==> config.mk <==
export PLATFORM = sky130hd
export DESIGN_NAME = clk_gate_seq
export DESIGN_NICKNAME = d
export VERILOG_FILES = /design/src/rtl/clk_gate_seq_pkg.sv /design/src/rtl/clk_gate_ch.sv /design/src/rtl/clk_gate_seq.sv
export SDC_FILE = /design/constraint.sdc
export NUM_CORES = 1
export LEC_CHECK = 0
export CELL_PAD_IN_SITES_DETAIL_PLACEMENT = 1
export CELL_PAD_IN_SITES_GLOBAL_PLACEMENT = 1
export CORE_ASPECT_RATIO = 0.75
export CORE_MARGIN = 2
export CORE_UTILIZATION = 35
export DETAILED_ROUTE_END_ITERATION = 16
export GPL_TIMING_DRIVEN = 0
export PLACE_DENSITY = 0.63
export SETUP_SLACK_MARGIN = 0.02
export SYNTH_ARGS = -nofsm -noshare
export SYNTH_HDL_FRONTEND = slang
export SYNTH_HIERARCHICAL = 1
export SYNTH_SLANG_ARGS = --single-unit
==> constraint.sdc <==
create_clock -name HCLK -period 3 [get_ports HCLK]
set_input_delay 0.6 -clock HCLK [delete_from_list [all_inputs] [get_ports HCLK]]
set_output_delay 0.6 -clock HCLK [all_outputs]
set_load 0.005 [all_outputs]
==> src/rtl/clk_gate_seq_pkg.sv <==
// Shared types and helpers for the clock-gate sequencer: channel FSM states
// and the counter-width function used by every channel.
package clk_gate_seq_pkg;

  typedef enum logic [2:0] {
    CG_ON    = 3'd0,
    CG_DRAIN = 3'd1,
    CG_OFF   = 3'd2,
    CG_WAKE  = 3'd3,
    CG_ABORT = 3'd4
  } cg_state_e;

  // One counter serves both the drain timeout and the wake settle window.
  function automatic int cg_cnt_w(input int settle, input int timeout);
    int longest;
    longest = (settle > timeout) ? settle : timeout;
    return $clog2(longest + 1);
  endfunction

endpackage

==> src/rtl/clk_gate_ch.sv <==
// One clock-gate channel: idle handshake FSM, shared drain/settle counter and
// sticky timeout flag. Outputs are registered from the next-state decode.
module clk_gate_ch
  import clk_gate_seq_pkg::*;
#(
  parameter int SETTLE_CYC  = 4,
  parameter int TIMEOUT_CYC = 256
) (
  input  logic clk,
  input  logic rst,
  input  logic clk_gate,
  input  logic idle_ack,
  input  logic timeout_clr,
  output logic clk_en,
  output logic idle_req,
  output logic timeout,
  output logic busy_nxt
);

  localparam int               CNT_W        = cg_cnt_w(SETTLE_CYC, TIMEOUT_CYC);
  localparam logic [CNT_W-1:0] CNT_ZERO     = CNT_W'(0);
  localparam logic [CNT_W-1:0] CNT_ONE      = CNT_W'(1);
  localparam logic [CNT_W-1:0] TIMEOUT_LAST = CNT_W'(TIMEOUT_CYC - 1);
  localparam logic [CNT_W-1:0] SETTLE_LAST  = CNT_W'(SETTLE_CYC - 1);

  cg_state_e        state_r, state_s;
  logic [CNT_W-1:0] cnt_r, cnt_s;
  logic             timeout_s, clk_en_s, idle_req_s;

  // State, counter and registered outputs.
  always_ff @(posedge clk) begin
    if (rst) begin
      state_r  <= CG_ON;
      cnt_r    <= CNT_ZERO;
      clk_en   <= 1'b1;
      idle_req <= 1'b0;
      timeout  <= 1'b0;
    end else begin
      state_r  <= state_s;
      cnt_r    <= cnt_s;
      clk_en   <= clk_en_s;
      idle_req <= idle_req_s;
      timeout  <= timeout_s;
    end
  end

  // Next-state, counter and sticky-flag decode; a timeout set overrides a clear.
  always_comb begin
    state_s   = state_r;
    cnt_s     = cnt_r;
    timeout_s = timeout & ~timeout_clr;
    case (state_r)
      CG_ON: begin
        if (!clk_gate) begin
          state_s = CG_DRAIN;
          cnt_s   = CNT_ZERO;
        end else begin
          state_s = CG_ON;
        end
      end
      CG_DRAIN: begin
        if (clk_gate) begin
          state_s = CG_ON;
        end else if (idle_ack) begin
          state_s   = CG_OFF;
          timeout_s = 1'b0;
        end else if (cnt_r == TIMEOUT_LAST) begin
          state_s   = CG_ABORT;
          timeout_s = 1'b1;
        end else begin
          cnt_s = cnt_r + CNT_ONE;
        end
      end
      CG_OFF: begin
        if (clk_gate) begin
          state_s = CG_WAKE;
          cnt_s   = CNT_ZERO;
        end else begin
          state_s = CG_OFF;
        end
      end
      CG_WAKE: begin
        if (cnt_r == SETTLE_LAST) begin
          state_s = CG_ON;
        end else begin
          cnt_s = cnt_r + CNT_ONE;
        end
      end
      CG_ABORT: begin
        if (clk_gate) begin
          state_s = CG_ON;
        end else begin
          state_s = CG_ABORT;
        end
      end
      default: begin
        state_s = CG_ON;
        cnt_s   = CNT_ZERO;
      end
    endcase
    clk_en_s   = (state_s != CG_OFF);
    idle_req_s = (state_s == CG_DRAIN) | (state_s == CG_OFF) | (state_s == CG_WAKE);
    busy_nxt   = (state_s == CG_DRAIN) | (state_s == CG_WAKE);
  end

endmodule

==> src/rtl/clk_gate_seq.sv <==
// Clock-gate sequencer top: one handshake channel per peripheral plus the
// registered any-channel-busy flag.
module clk_gate_seq
  import clk_gate_seq_pkg::*;
#(
  parameter int N_CH        = 32,
  parameter int SETTLE_CYC  = 4,
  parameter int TIMEOUT_CYC = 256
) (
  input  logic            HCLK,
  input  logic            HRESET,
  input  logic [N_CH-1:0] clk_gate_i,
  input  logic [N_CH-1:0] idle_ack_i,
  input  logic            timeout_clr_i,
  output logic [N_CH-1:0] clk_en_o,
  output logic [N_CH-1:0] idle_req_o,
  output logic [N_CH-1:0] timeout_o,
  output logic            busy_o
);

  logic [N_CH-1:0] busy_nxt_s;

  for (genvar g = 0; g < N_CH; g++) begin : g_ch
    clk_gate_ch #(
      .SETTLE_CYC (SETTLE_CYC),
      .TIMEOUT_CYC(TIMEOUT_CYC)
    ) u_ch (
      .clk        (HCLK),
      .rst        (HRESET),
      .clk_gate   (clk_gate_i[g]),
      .idle_ack   (idle_ack_i[g]),
      .timeout_clr(timeout_clr_i),
      .clk_en     (clk_en_o[g]),
      .idle_req   (idle_req_o[g]),
      .timeout    (timeout_o[g]),
      .busy_nxt   (busy_nxt_s[g])
    );
  end

  // Busy is built from next-state so it lines up with the channel outputs.
  always_ff @(posedge HCLK) begin
    if (HRESET) begin
      busy_o <= 1'b0;
    end else begin
      busy_o <= |busy_nxt_s;
    end
  end

endmodule

==> impl_metrics.ini <==
[floorplan]
rows = 97
start_util = 0.3539
dieHeight_um = 270.4
core_um2 = 93570
dieArea_um2 = 97120
die_w_um = 359.2
ios = 164

[routing]
drc = 0
via_count = 29542
wl_mm = 94.12
ant_nets = 0
routedWlPerCell_um = 18.11
drt_first_pass_iters = 5
drt_iter0_drc = 1594
avgViaCountPerCell = 5.686

[power]
pwr_density_cell_nw_per_um2 = 484.4
irDropWorstVdd_v = 0.0004288
power.leakage_nw = 13.14

[final_layout]
instances_no_fill = 5196
fillers = 10789
stdcell_area_um2 = 38630
final_util = 0.4129
final_layout_size_suffix_gt1_frac = 0.1729
final_nets = 4046
multi_input_area_um2 = 19900
seq_area_um2 = 9687
area_delta_synth_final_pct = 16.65

[logic_synthesis]
syn_area_per_cell_um2 = 8.980
netlist_area_um2 = 33120
synth_area_leaders = dfxtp_1 (29%), o211ai_1 (8.7%), mux2i_1 (5.8%)
ys_async_sr_fraction = 0
synthesis.nets = 3819
yosysTopAreaCell = dfxtp_1
synth_edf_count = 0
ys.flop_type = dfxtp_1
yosys.cell_types.count = 50
synth-warning-count = 6
ys_ff_latch = 481
synth_top_area_share = 0.2908
syn_inst = 3688
yosysSeqAreaShare = 0.2908

[sta]
worstMarginPinSlew_ns = 0.7116
post-route-min-period_ns = 2.850
finalSetupViolCount = 0
clock_skew_ns = 0.01057
fin_setup_tns_ns = 0
slew_headroom = 0.5256
maxSlewViolCount = 0
setup_ws_ns = 0.1497
period_share = 0.9501
grt_setup_unrepaired = no
hold_viol = 0
fmax_mhz = 350.8

[cts]
clkSlewWorstSetupHoldPaths_ns = 0.06
cts_tree = done
clock_latency_ns = 0.64
cts_hold_buf = 0
numCtsBuffers = 59
cts.sinks = 481
clock_path_buffers = 3
clockRootBuffer = clkbuf_16
cts_max_level = 2

[worst_setup_path]
required_ns = 3.48
cp-start-kind = register
worst_setup_path_end_kind = register
crit_fanout = 6
worstSetupPathType = reg -> reg
worstPathArrival_ns = 3.33

[placed_design]
gp_congestion = 0.7972
dpl_cell_area_um2 = 36340
hpwl_mm = 67.29
place_inst = 5090
place.port_buffers = 163
place_ws_ns = -0.7499

[global_routing]
grt_pass1_vias = 28896
grt_pass1_wl_mm = 156.3
grt_max_degree = 24
overflow = 0
grt_use_total = 0.1879
antenna_found_initial = 8

[hold_path]
min-delay-path-class = reg -> reg

[outcome]
status = complete, no violations

[run]
maxCapViolations = 0
[routing by layer]
metal,vias to the layer above,part of all wire,global-route usage,routed length (um)
met1,14403,0.54,0.2908,50690
met2,295,0.41,0.2698,38640
met3,102,0.035,0.03024,3327
li1,14732,-,-,-
met4,10,0.015,0.03653,1397
met5,-,0.00066,0,62
[what timing repair did]
action                                 4_1_cts  5_1_grt
pin swaps                                    2        7
gates resized for setup                     21       71
setup buffers                                0        1
gates cloned                                 0        0
setup endpoints to repair                    1        1
endpoints found under the hold margin        0        0
[sequential cells by signal, indices dropped and copies added, names as in the netlist]
signal and flops:
g_ch.u_ch/timeout 32, g_ch.u_ch/cnt_r 288, g_ch.u_ch/clk_en 32, g_ch.u_ch/state_r 96, g_ch.u_ch/idle_req 32, busy_o 1
[kinds of logic after synthesis]
logic type               synth area share
AND/OR/NAND/NOR                    0.2893
AO/OA/AOI/OAI                      0.2207
buffers and inverters              0.1167
flip-flops                         0.2908
multiplexers                      0.05803
adder cells (fa/ha/maj)           0.02418
XOR/XNOR                        0.0002645
[Yosys cell counts (32+ instances only)]
cell / count
or2b_1: 63
dfxtp_1: 481
nand2b_1: 95
a311oi_1: 32
nand4_1: 32
mux2i_1: 192
inv_1: 351
nor3_1: 99
o31ai_1: 96
clkbuf_1: 66
or4_1: 96
a211oi_1: 33
a21oi_1: 192
o22ai_2: 32
nor2_1: 128
o211ai_1: 384
nor4b_1: 34
and4_1: 34
buf_6: 65
nand3_1: 128
buf_2: 64
nand2_1: 95
ha_1: 64
buf_4: 32
o21ai_0: 32
nand3b_1: 32
nor4_1: 169
a32oi_1: 64
[final cells by class]
class | count | share of cell area
Inverter | 351 | 0.03410
Clock buffer | 89 | 0.04612
Multi-Input combinational cell | 2567 | 0.5151
Antenna cell | 3 | 0.0001943
Tap cell | 1237 | 0.04006
Timing Repair Buffer | 166 | 0.04346
Buffer | 289 | 0.06597
Sequential cell | 481 | 0.2507
Clock inverter | 13 | 0.004275
[per-stage QoR]
step	hold slack [ns]	power, mW
floorplan	0.4571	9.953
global placement	0.4838	11.31
detailed placement	0.4913	11.33
CTS	0.4968	18.99
global route	0.5310	19.78
finish	0.4965	18.71
[layout by cell type (no fill, tap or decap), types with 32 or more instances in the layout]
master | netlist | layout
nand2_1 | 95 | 95
o21ai_0 | 32 | 32
a32oi_1 | 64 | 48
nand4_1 | 32 | 32
nor4_1 | 169 | 161
o31ai_1 | 96 | 96
or2b_1 | 63 | 63
buf_2 | 64 | 65
dfxtp_1 | 481 | 435
inv_1 | 351 | 351
o211ai_1 | 384 | 384
nand2b_1 | 95 | 95
a311oi_1 | 32 | 32
buf_4 | 32 | 34
nor3_1 | 99 | 99
clkdlybuf4s50_1 | 0 | 161
or4_1 | 96 | 96
ha_1 | 64 | 52
buf_6 | 65 | 65
dfxtp_2 | 0 | 46
a211oi_1 | 33 | 33
clkbuf_1 | 66 | 79
o22ai_2 | 32 | 32
clkbuf_16 | 0 | 61
mux2i_1 | 192 | 192
nand3_1 | 128 | 128
a21oi_1 | 192 | 192
and4_1 | 34 | 34
nor2_1 | 128 | 126
nand3b_1 | 32 | 32
nor4_2 | 31 | 32
clkbuf_8 | 31 | 46
nor4b_1 | 34 | 34
nor4_4 | 31 | 38
[worst max-delay path: stages (launching register included)]
cell and delay [ns]:
dfxtp_1 0.46, and4_2 0.29, and4_1 0.21, ha_1 0.25, nor2_1 0.07, o211a_1 0.22
a32oi_2 0.24, nor2_1 0.17, nor4_4 0.42, and4_1 0.29, a21oi_1 0.08
[power by group]
| part | leakage (nW) | switching, mW | total, mW | internal [mW] |
|---|---|---|---|---|
| sequential | 3.93 | 0.353 | 7.07 | 6.72 |
| clock | 0.967 | 3.01 | 7.39 | 4.38 |
| combinational | 8.24 | 2.47 | 4.25 | 1.78 |
[final timing paths]
| check | depth (start not counted) | slack [ns] | endpoint | from |
|---|---|---|---|---|
| worst min-delay path | 2 | 0.50 | g_ch[9].u_ch/cnt_r[8] | g_ch[9].u_ch/cnt_r[8] |
| worst min register to register | 2 | 0.50 | g_ch[9].u_ch/cnt_r[8] | g_ch[9].u_ch/cnt_r[8] |
| worst max register to register | 10 | 0.15 | busy_o | g_ch[31].u_ch/cnt_r[3] |
| worst max-delay path | 10 | 0.15 | busy_o | g_ch[31].u_ch/cnt_r[3] |
No activity file was read; power rests on OpenSTA's default activity.
